$ cat config.mk
export PLATFORM = sky130hd
export DESIGN_NAME = char_cell_arbiter
export DESIGN_NICKNAME = d
export VERILOG_FILES = /design/src/rtl/char_cell_arbiter.sv
export SDC_FILE = /design/constraint.sdc
export NUM_CORES = 1
export LEC_CHECK = 0
export CAP_MARGIN = 20
export CORE_ASPECT_RATIO = 1.1
export CORE_MARGIN = 5
export CORE_UTILIZATION = 30
export DETAILED_ROUTE_END_ITERATION = 8
export GPL_ROUTABILITY_DRIVEN = 0
export GPL_TIMING_DRIVEN = 0
export PLACE_DENSITY = 0.52
export SYNTH_ARGS = -nofsm -noshare
export SYNTH_HDL_FRONTEND = slang
export SYNTH_SLANG_ARGS = --single-unit
$ cat constraint.sdc
create_clock -name clk50 -period 5.1 [get_ports clk50]
set_input_delay 1.02 -clock clk50 [delete_from_list [all_inputs] [get_ports clk50]]
set_output_delay 1.02 -clock clk50 [all_outputs]
set_load 0.05 [all_outputs]
$ cat src/rtl/char_cell_arbiter.sv
// char_cell_arbiter: shares one character-cell RAM between scan-out reads and FIFO-buffered host writes; define CHAR_CLEAR_EN to add the screen fill
module char_cell_arbiter #(
  parameter int CELLS      = 1200,
  parameter int AW         = 11,
  parameter int DW         = 10,
  parameter int FIFO_DEPTH = 4,
  localparam int PW = $clog2(FIFO_DEPTH),
  localparam int LW = PW + 1
) (
  input  logic          clk50,
  input  logic          reset,
  input  logic          host_valid,
  output logic          host_ready,
  input  logic [AW-1:0] host_addr,
  input  logic [DW-1:0] host_data,
  input  logic          scan_req,
  input  logic [AW-1:0] scan_addr,
  output logic          scan_rvalid,
  output logic [DW-1:0] scan_rdata,
  output logic [AW-1:0] ram_addr,
  output logic          ram_we,
  output logic [DW-1:0] ram_wdata,
  input  logic [DW-1:0] ram_rdata,
  input  logic          clear_start,
  input  logic [DW-1:0] clear_data,
  output logic          clear_busy,
  output logic [LW-1:0] fifo_level,
  output logic [7:0]    err_cnt
);
`ifdef CHAR_CLEAR_EN
  typedef enum logic [1:0] {IDLE, DRAIN, CLEAR} state_t;
`else
  typedef enum logic [1:0] {IDLE, DRAIN} state_t;
`endif
  state_t state_q, state_d;
  logic [AW-1:0] fifo_addr_q [FIFO_DEPTH];
  logic [DW-1:0] fifo_data_q [FIFO_DEPTH];
  logic [PW-1:0] wptr_q, wptr_d, rptr_q, rptr_d;
  logic [LW-1:0] cnt_q, cnt_d;
  logic          rdy_q, rdy_d, rvalid_q, rvalid_d;
  logic [AW-1:0] addr_q, addr_d;
  logic [7:0]    err_q, err_d;
  logic          accept, push, pop, fill_we;
  logic [AW-1:0] fill_addr;
  logic [DW-1:0] fill_data;
`ifdef CHAR_CLEAR_EN
  logic [AW-1:0] fill_q, fill_d;
  logic [DW-1:0] clr_q, clr_d;
  logic          clr_go;
`else
  logic          unused_clear;
  assign unused_clear = ^{clear_start, clear_data};
`endif
  assign host_ready  = rdy_q;
  assign scan_rvalid = rvalid_q;
  assign scan_rdata  = ram_rdata;
  assign fifo_level  = cnt_q;
  assign err_cnt     = err_q;
  // Host handshake; out-of-range writes complete the handshake but only bump the saturating error count
  always_comb begin
    accept   = host_valid & rdy_q & ~reset;
    push     = accept & (host_addr < AW'(CELLS));
    pop      = (state_q == DRAIN) & ~scan_req & ~reset;
    cnt_d    = cnt_q + LW'(push) - LW'(pop);
    wptr_d   = wptr_q + PW'(push);
    rptr_d   = rptr_q + PW'(pop);
    rdy_d    = cnt_d != LW'(FIFO_DEPTH);
    err_d    = (accept & ~push & (err_q != 8'hFF)) ? err_q + 8'd1 : err_q;
    rvalid_d = scan_req;
  end
  // Port arbitration: scan read, then fill, then FIFO head; an idle port keeps its last address
  always_comb begin
    ram_we    = fill_we | pop;
    ram_addr  = scan_req ? scan_addr : fill_we ? fill_addr : pop ? fifo_addr_q[rptr_q] : addr_q;
    ram_wdata = fill_we ? fill_data : pop ? fifo_data_q[rptr_q] : '0;
    addr_d    = ram_addr;
  end
`ifdef CHAR_CLEAR_EN
  assign clear_busy = state_q == CLEAR;
  // Fill sequencing: latch the fill word, walk every cell on free cycles, then resume draining
  always_comb begin
    fill_we   = (state_q == CLEAR) & ~scan_req & ~reset;
    fill_addr = fill_q;
    fill_data = clr_q;
    clr_go    = clear_start & (state_q != CLEAR);
    fill_d    = (state_q == CLEAR) ? fill_q + AW'(fill_we) : '0;
    clr_d     = clr_go ? clear_data : clr_q;
    state_d   = (state_q == CLEAR) ?
                  ((fill_we & (fill_q == AW'(CELLS - 1))) ? ((cnt_d != '0) ? DRAIN : IDLE) : CLEAR) :
                clr_go ? CLEAR : ((cnt_d != '0) ? DRAIN : IDLE);
  end
`else
  assign clear_busy = 1'b0;
  // Without the fill, the FSM only tracks whether the FIFO holds work
  always_comb begin
    fill_we   = 1'b0;
    fill_addr = '0;
    fill_data = '0;
    state_d   = (cnt_d != '0) ? DRAIN : IDLE;
  end
`endif
  // Registered FSM, FIFO pointers and status outputs; reset drops any pending writes
  always_ff @(posedge clk50) begin
    if (reset) begin
      state_q  <= IDLE;
      wptr_q   <= '0;
      rptr_q   <= '0;
      cnt_q    <= '0;
      rdy_q    <= 1'b0;
      rvalid_q <= 1'b0;
      addr_q   <= '0;
      err_q    <= '0;
`ifdef CHAR_CLEAR_EN
      fill_q   <= '0;
      clr_q    <= '0;
`endif
    end else begin
      state_q  <= state_d;
      wptr_q   <= wptr_d;
      rptr_q   <= rptr_d;
      cnt_q    <= cnt_d;
      rdy_q    <= rdy_d;
      rvalid_q <= rvalid_d;
      addr_q   <= addr_d;
      err_q    <= err_d;
`ifdef CHAR_CLEAR_EN
      fill_q   <= fill_d;
      clr_q    <= clr_d;
`endif
    end
  end
  // FIFO storage; the pointers alone define which entries are live, so it needs no reset
  always_ff @(posedge clk50) begin
    if (push) begin
      fifo_addr_q[wptr_q] <= host_addr;
      fifo_data_q[wptr_q] <= host_data;
    end
  end
endmodule

==> reports/metrics.cfg, run 1 <==
[global_route]
grt_usage = 0.121
grt_max_degree = 17
grt_pass1_vias = 2946
grt_antenna_before_repair = 0
grt_pass1_wl_um = 16000
grt_overflow = 0

[final_layout]
post-route-cell-area_um2 = 6200
drive_above_1_share = 0.171
syn_to_final_growth_pct = 36.7
final_nets = 441
diodes = 0
fill_cells = 1387

[synthesis]
synth.most_common_cell = edfxtp_1
ys_seq_elements = 113
synth-compound-area-share = 0.0469
synth_top_family_by_area = multiplexers
synth_ff_type = edfxtp_1
synth-simple-area-share = 0.0943
synth_xor_area_frac = 0.00772
yosysWarnings = 0
seq_area_frac_synth = 0.684
synth_nets = 336
synthMuxAreaShare = 0.113
synth_fa_ha_area_frac = 0.0182
synth_commonest_cells = edfxtp_1 (84), dfxtp_1 (29), mux4_2 (19), and2_1 (18), nor3b_1 (13)
synthesis.area_um2 = 4540
synthDistinctLibCells = 38
synth.area.top_cells = edfxtp_1 (56%), dfxtp_1 (13%), mux4_2 (9.4%)
synth-edff-count = 84
synth_top_cell_area_share = 0.556
synthCells = 273
yosysTopAreaCell = edfxtp_1
syn_area_per_cell_um2 = 16.6
synthArstFlopShare = 0

[clocking]
tritoncts = built
cts_sinks = 113
ctsHoldBuffers = 0
cts_buffer_depth = 2
clkTransAtPathRegs_ns = 0.05
clockRootBuffer = clkbuf_16
clkLatencyLatePin_ns = 0.40
h-tree-depth = 4
cts_buffers = 17

[placement]
dpl_cell_area_um2 = 5690
dp_slack_ns = 0.125
hpwl_um = 7280
io_buffers = 80

[worst_hold_path]
min_from = err_cnt[7]$_SDFFE_PP0P_
whs_path_depth = 1
hp-class = flip-flop to flip-flop
hold_path_end = err_cnt[7]$_SDFFE_PP0P_

[sta]
slew-limit-headroom = 0.512
fin_skew_ns = 0.00819
fin_ws_ns = 0.483
setup_viol = 0
slew_viol_final = 0
hold_violations = 0
period_minus_slack_ns = 4.62
tightestPinTransition_ns = 0.729
rsz0062_at_grt = no
period_share = 0.905
timing.fmax_mhz = 217

[critical_path]
ff2ff_setup_slack_ns = 2.33
r2r_start = state_q[0]$_SDFF_PP0_
cp-end-kind = output port
crit_path_frequent_cell = clkdlybuf4s50_1
critical-path-top-delay-family = buffers and inverters
crit_type = input pin to output port
crit_slowest_cell = clkdlybuf4s50_1
crit_fanout = 21
slowest_delay_ns = 0.72
timing.rr.end = state_q[0]$_SDFF_PP0_
path_cells = clkdlybuf4s50_1 -> nor3b_2 -> buf_2 -> nor3b_1 -> a221o_1 -> clkdlybuf4s50_1
reg2regPathDepth = 10
cp.required_ns = 4.08
crit_path_start_kind = input pin
critPathArrivalTime_ns = 3.60
cp_num_buf_inv = 3

[detailed_routing]
avgRoutedWirePerCell_um = 17.3
drt_iter0_markers = 137
vias_per_cell = 4.58
ant_nets = 0
drc = 0
firstDrtPassIters = 4
postRouteWirelength_um = 10200
vias = 2687

[floorplanning]
die_h_um = 139
core-area_um2 = 14900
initial_core_util = 0.304
num_rows = 47
pin_count = 103
fp.dieW_um = 127
die_area_um2 = 17700

[status]
status = finished clean

[power_and_ir_drop]
p_comb_frac = 0.165
cellInternalPower_mw = 1.85
clock_power_share = 0.414
p_sw_frac = 0.252
p_leak_nw = 2.11
pwr_density_cell_nw_per_um2 = 399
switchingPower_mw = 0.622
seqPwrFrac = 0.420
vdd_drop_max_mv = 0.176

[flow_run]
maxCapViolCount = 0

-- kinds of logic (layout without fill, tap and decap cells) --
| logic type | after synthesis | count (layout) |
|---|---|---|
| DFF | 113 | 113 |
| buffers and inverters | 28 | 146 |
| muxes | 24 | 24 |
| AOI/OAI and AO/OA | 28 | 28 |
| adders and majority gates | 6 | 6 |
| other | 1 | 1 |
| xor gates and xnor gates | 4 | 4 |
| and+or+nand+nor | 69 | 69 |
-- layer usage --
layer | global-route usage | vias to the layer above | part of all wire
met4 | 0.0503 | 0 | 0.014
met2 | 0.189 | 89 | 0.47
met5 | 0 | - | 0
met3 | 0.0562 | 11 | 0.079
li1 | - | 1269 | -
met1 | 0.144 | 1318 | 0.43
-- state kept, by name, summed over array words and instances, names as in the netlist --
register	flops
fifo_addr_q	44
wptr_q	2
state_q	1
fifo_data_q	40
err_cnt	8
rptr_q	2
host_ready	1
addr_q	11
scan_rvalid	1
fifo_level	3
-- how the worst max path moves through the flow --
stage | from | endpoint | slack (ns) | cells after the start
4_1_cts | scan_req | ram_wdata[7] | 0.10 | 6
6_report | scan_req | ram_addr[1] | 0.48 | 6
2_1_floorplan | host_addr[8] | fifo_addr_q[1][0]$_DFFE_PP_ | 1.31 | 5
3_3_place_gp | host_addr[4] | fifo_addr_q[2][3]$_DFFE_PP_ | -0.95 | 6
3_5_place_dp | scan_req | ram_wdata[7] | 0.13 | 6
5_1_grt | scan_req | ram_addr[5] | 0.31 | 6
-- through the flow --
step,TNS [ns],utilization,hold slack (ns),power [mW],instances
after CTS,0,0.415,0.492,2.51,588
after floorplan,0,-,0.525,1.32,273
after global placement,-52.28,0.374,0.473,1.47,549
final,0,0.415,0.485,2.47,587
after global routing,0,0.415,0.530,2.57,587
after detailed placement,0,0.381,0.480,1.47,556
-- repair_timing --
action                                 4_1_cts  5_1_grt
resized for setup                            0        0
buffers inserted                             0        0
endpoints found under the hold margin        0        0
setup endpoints to repair                    0        6
-- cell type report --
type                       count  area [um^2]  share of cell area
buffer                        22          138              0.0222
clock buffer                  22          444              0.0716
clock inverter                10         68.8              0.0111
inverter                       5         18.8             0.00303
multi-input combinational    132         1290               0.208
sequential                   113         3100               0.500
tap                          196          245              0.0395
timing repair buffer          87          896               0.144
-- cells in the final DEF, fill, tap and decap left out, types with 7 or more instances in the layout --
cell type	n
mux4_2	19
and2_1	18
clkdlybuf4s50_1	80
nor3b_1	11
clkbuf_16	17
edfxtp_1	84
nor2b_1	9
buf_4	12
a221o_1	11
dfxtp_1	29
buf_6	7
clkbuf_1	10
-- power groups by stage --
| stage | Sequential (mW) | Combinational (mW) | Clock (mW) |
|---|---|---|---|
| 2_1_floorplan | 1.10 | 0.227 | 0 |
| 3_3_place_gp | 1.06 | 0.409 | 0 |
| 3_5_place_dp | 1.06 | 0.414 | 0 |
| 4_1_cts | 1.04 | 0.416 | 1.05 |
| 5_1_grt | 1.04 | 0.436 | 1.10 |
| 6_report | 1.04 | 0.409 | 1.02 |
Note: power is estimated with default switching activity, not from simulation.
==> run 2: changes to the inputs <==
- CORE_ASPECT_RATIO: 1.1 -> 1.25
- DONT_BUFFER_PORTS: default -> 1
- PLACE_DENSITY: 0.52 -> 0.44
- SKIP_CTS_REPAIR_TIMING: default -> 1
==> reports/metrics.cfg, run 2 (synthesis gave the netlist of run 1 again) <==
[power_and_ir_drop]
p_leak_nw = 1.82
vdd_drop_max_mv = 0.205
pwr_density_cell_nw_per_um2 = 458
finalPower_mw = 2.51

[sta]
rsz0062_at_grt = no
slew-limit-headroom = 0.526
fin_ws_ns = 1.10
slew_viol_final = 0
fin_tns_setup_ns = 0
tightestPinTransition_ns = 0.708
hold_violations = 0
timing.fmax_mhz = 250
period_minus_slack_ns = 4.00
period_share = 0.785
setup_viol = 0
fin_skew_ns = 0.00466

[global_route]
grt_overflow = 0
grt_max_degree = 17
grt_pass1_vias = 2538
grt_usage = 0.118
grt_pass1_wl_um = 15100
grt_antenna_before_repair = 0

[detailed_routing]
firstDrtPassIters = 4
postRouteWirelength_um = 9900
vias = 2414
avgRoutedWirePerCell_um = 20.0
drc = 0
vias_per_cell = 4.88
drt_iter0_markers = 128
ant_nets = 0

[clocking]
tritoncts = built
clkLatencyLatePin_ns = 0.41
clockRootBuffer = clkbuf_16
clkTransAtPathRegs_ns = 0.06
cts_buffers = 17
cts_sinks = 113
h-tree-depth = 4
cts_buffer_depth = 2

[final_layout]
final_nets = 363
final_cell_count_no_fill = 495
syn_to_final_growth_pct = 20.5
diodes = 0
final_cell_mix = edfxtp_1 (84), dfxtp_1 (29), mux4_2 (19)
drive_above_1_share = 0.249
fill_cells = 1404
post-route-cell-area_um2 = 5470
largest_reg_flops = 44
seq_area_um2 = 3100
final_common_cell = edfxtp_1
multi_input_area_um2 = 1290
regMostFlops = fifo_addr_q
reg_top3 = fifo_addr_q: 44 flops, fifo_data_q: 40 flops, addr_q: 11 flops

[placement]
hpwl_um = 7000
dp.cells = 463
dpl_cell_area_um2 = 4880
io_buffers = 0
dp_slack_ns = 0.967

[critical_path]
cp-end-kind = output port
cp.required_ns = 4.08
crit_fanout = 11
crit_type = input pin to output port
critPathArrivalTime_ns = 2.98
ff2ff_setup_slack_ns = 1.75
crit_path_start_kind = input pin

[floorplanning]
pin_count = 103
num_rows = 50
fp.dieW_um = 120
initial_core_util = 0.305
die_h_um = 147
die_area_um2 = 17700
core-area_um2 = 14900

[flow_run]
maxCapViolCount = 0

[worst_hold_path]
hp-class = flip-flop to flip-flop

[status]
status = finished clean

-- run 2: final cells by class --
class,count,area share
repair buffers,8,0.0185
clock buffers,17,0.0778
inverters,5,0.00343
flip-flops and latches,113,0.568
well taps,182,0.0417
plain buffers,23,0.0259
clock inverters,15,0.0295
multi-input cells,132,0.236
-- run 2: path summary, 6_finish.rpt --
path                          from  cells after the start                    end
min           wptr_q[1]$_SDFF_PP0_                      2   wptr_q[1]$_SDFF_PP0_
min reg2reg   wptr_q[1]$_SDFF_PP0_                      2   wptr_q[1]$_SDFF_PP0_
max                          reset                      5           ram_wdata[3]
max reg2reg  state_q[0]$_SDFF_PP0_                     12  state_q[0]$_SDFF_PP0_
-- run 2: routing by layer --
metal	global-route usage	wire, um	vias to the layer above
met3	0.0563	901	16
met2	0.188	4770	88
met1	0.133	4000	1194
met5	0	0	-
met4	0.0585	222	0
li1	-	-	1116
-- run 2: through the flow --
step           hold slack [ns]  utilization
6_report                 0.595        0.367
5_1_grt                  0.636        0.367
4_1_cts                  0.594        0.367
3_5_place_dp             0.584        0.328
3_3_place_gp             0.535        0.320
2_1_floorplan            0.525            -
-- run 2: power breakdown --
part	internal, mW	switching (mW)	leakage, nW
clock	0.721	0.432	0.264
combinational	0.0963	0.175	0.567
sequential	1.02	0.0575	0.994
-- run 2: worst max-delay path, stage by stage --
cell and delay, ns:
nor3b_2 0.36, buf_2 0.30, clkbuf_1 0.57, buf_8 0.23
and2_1 0.49
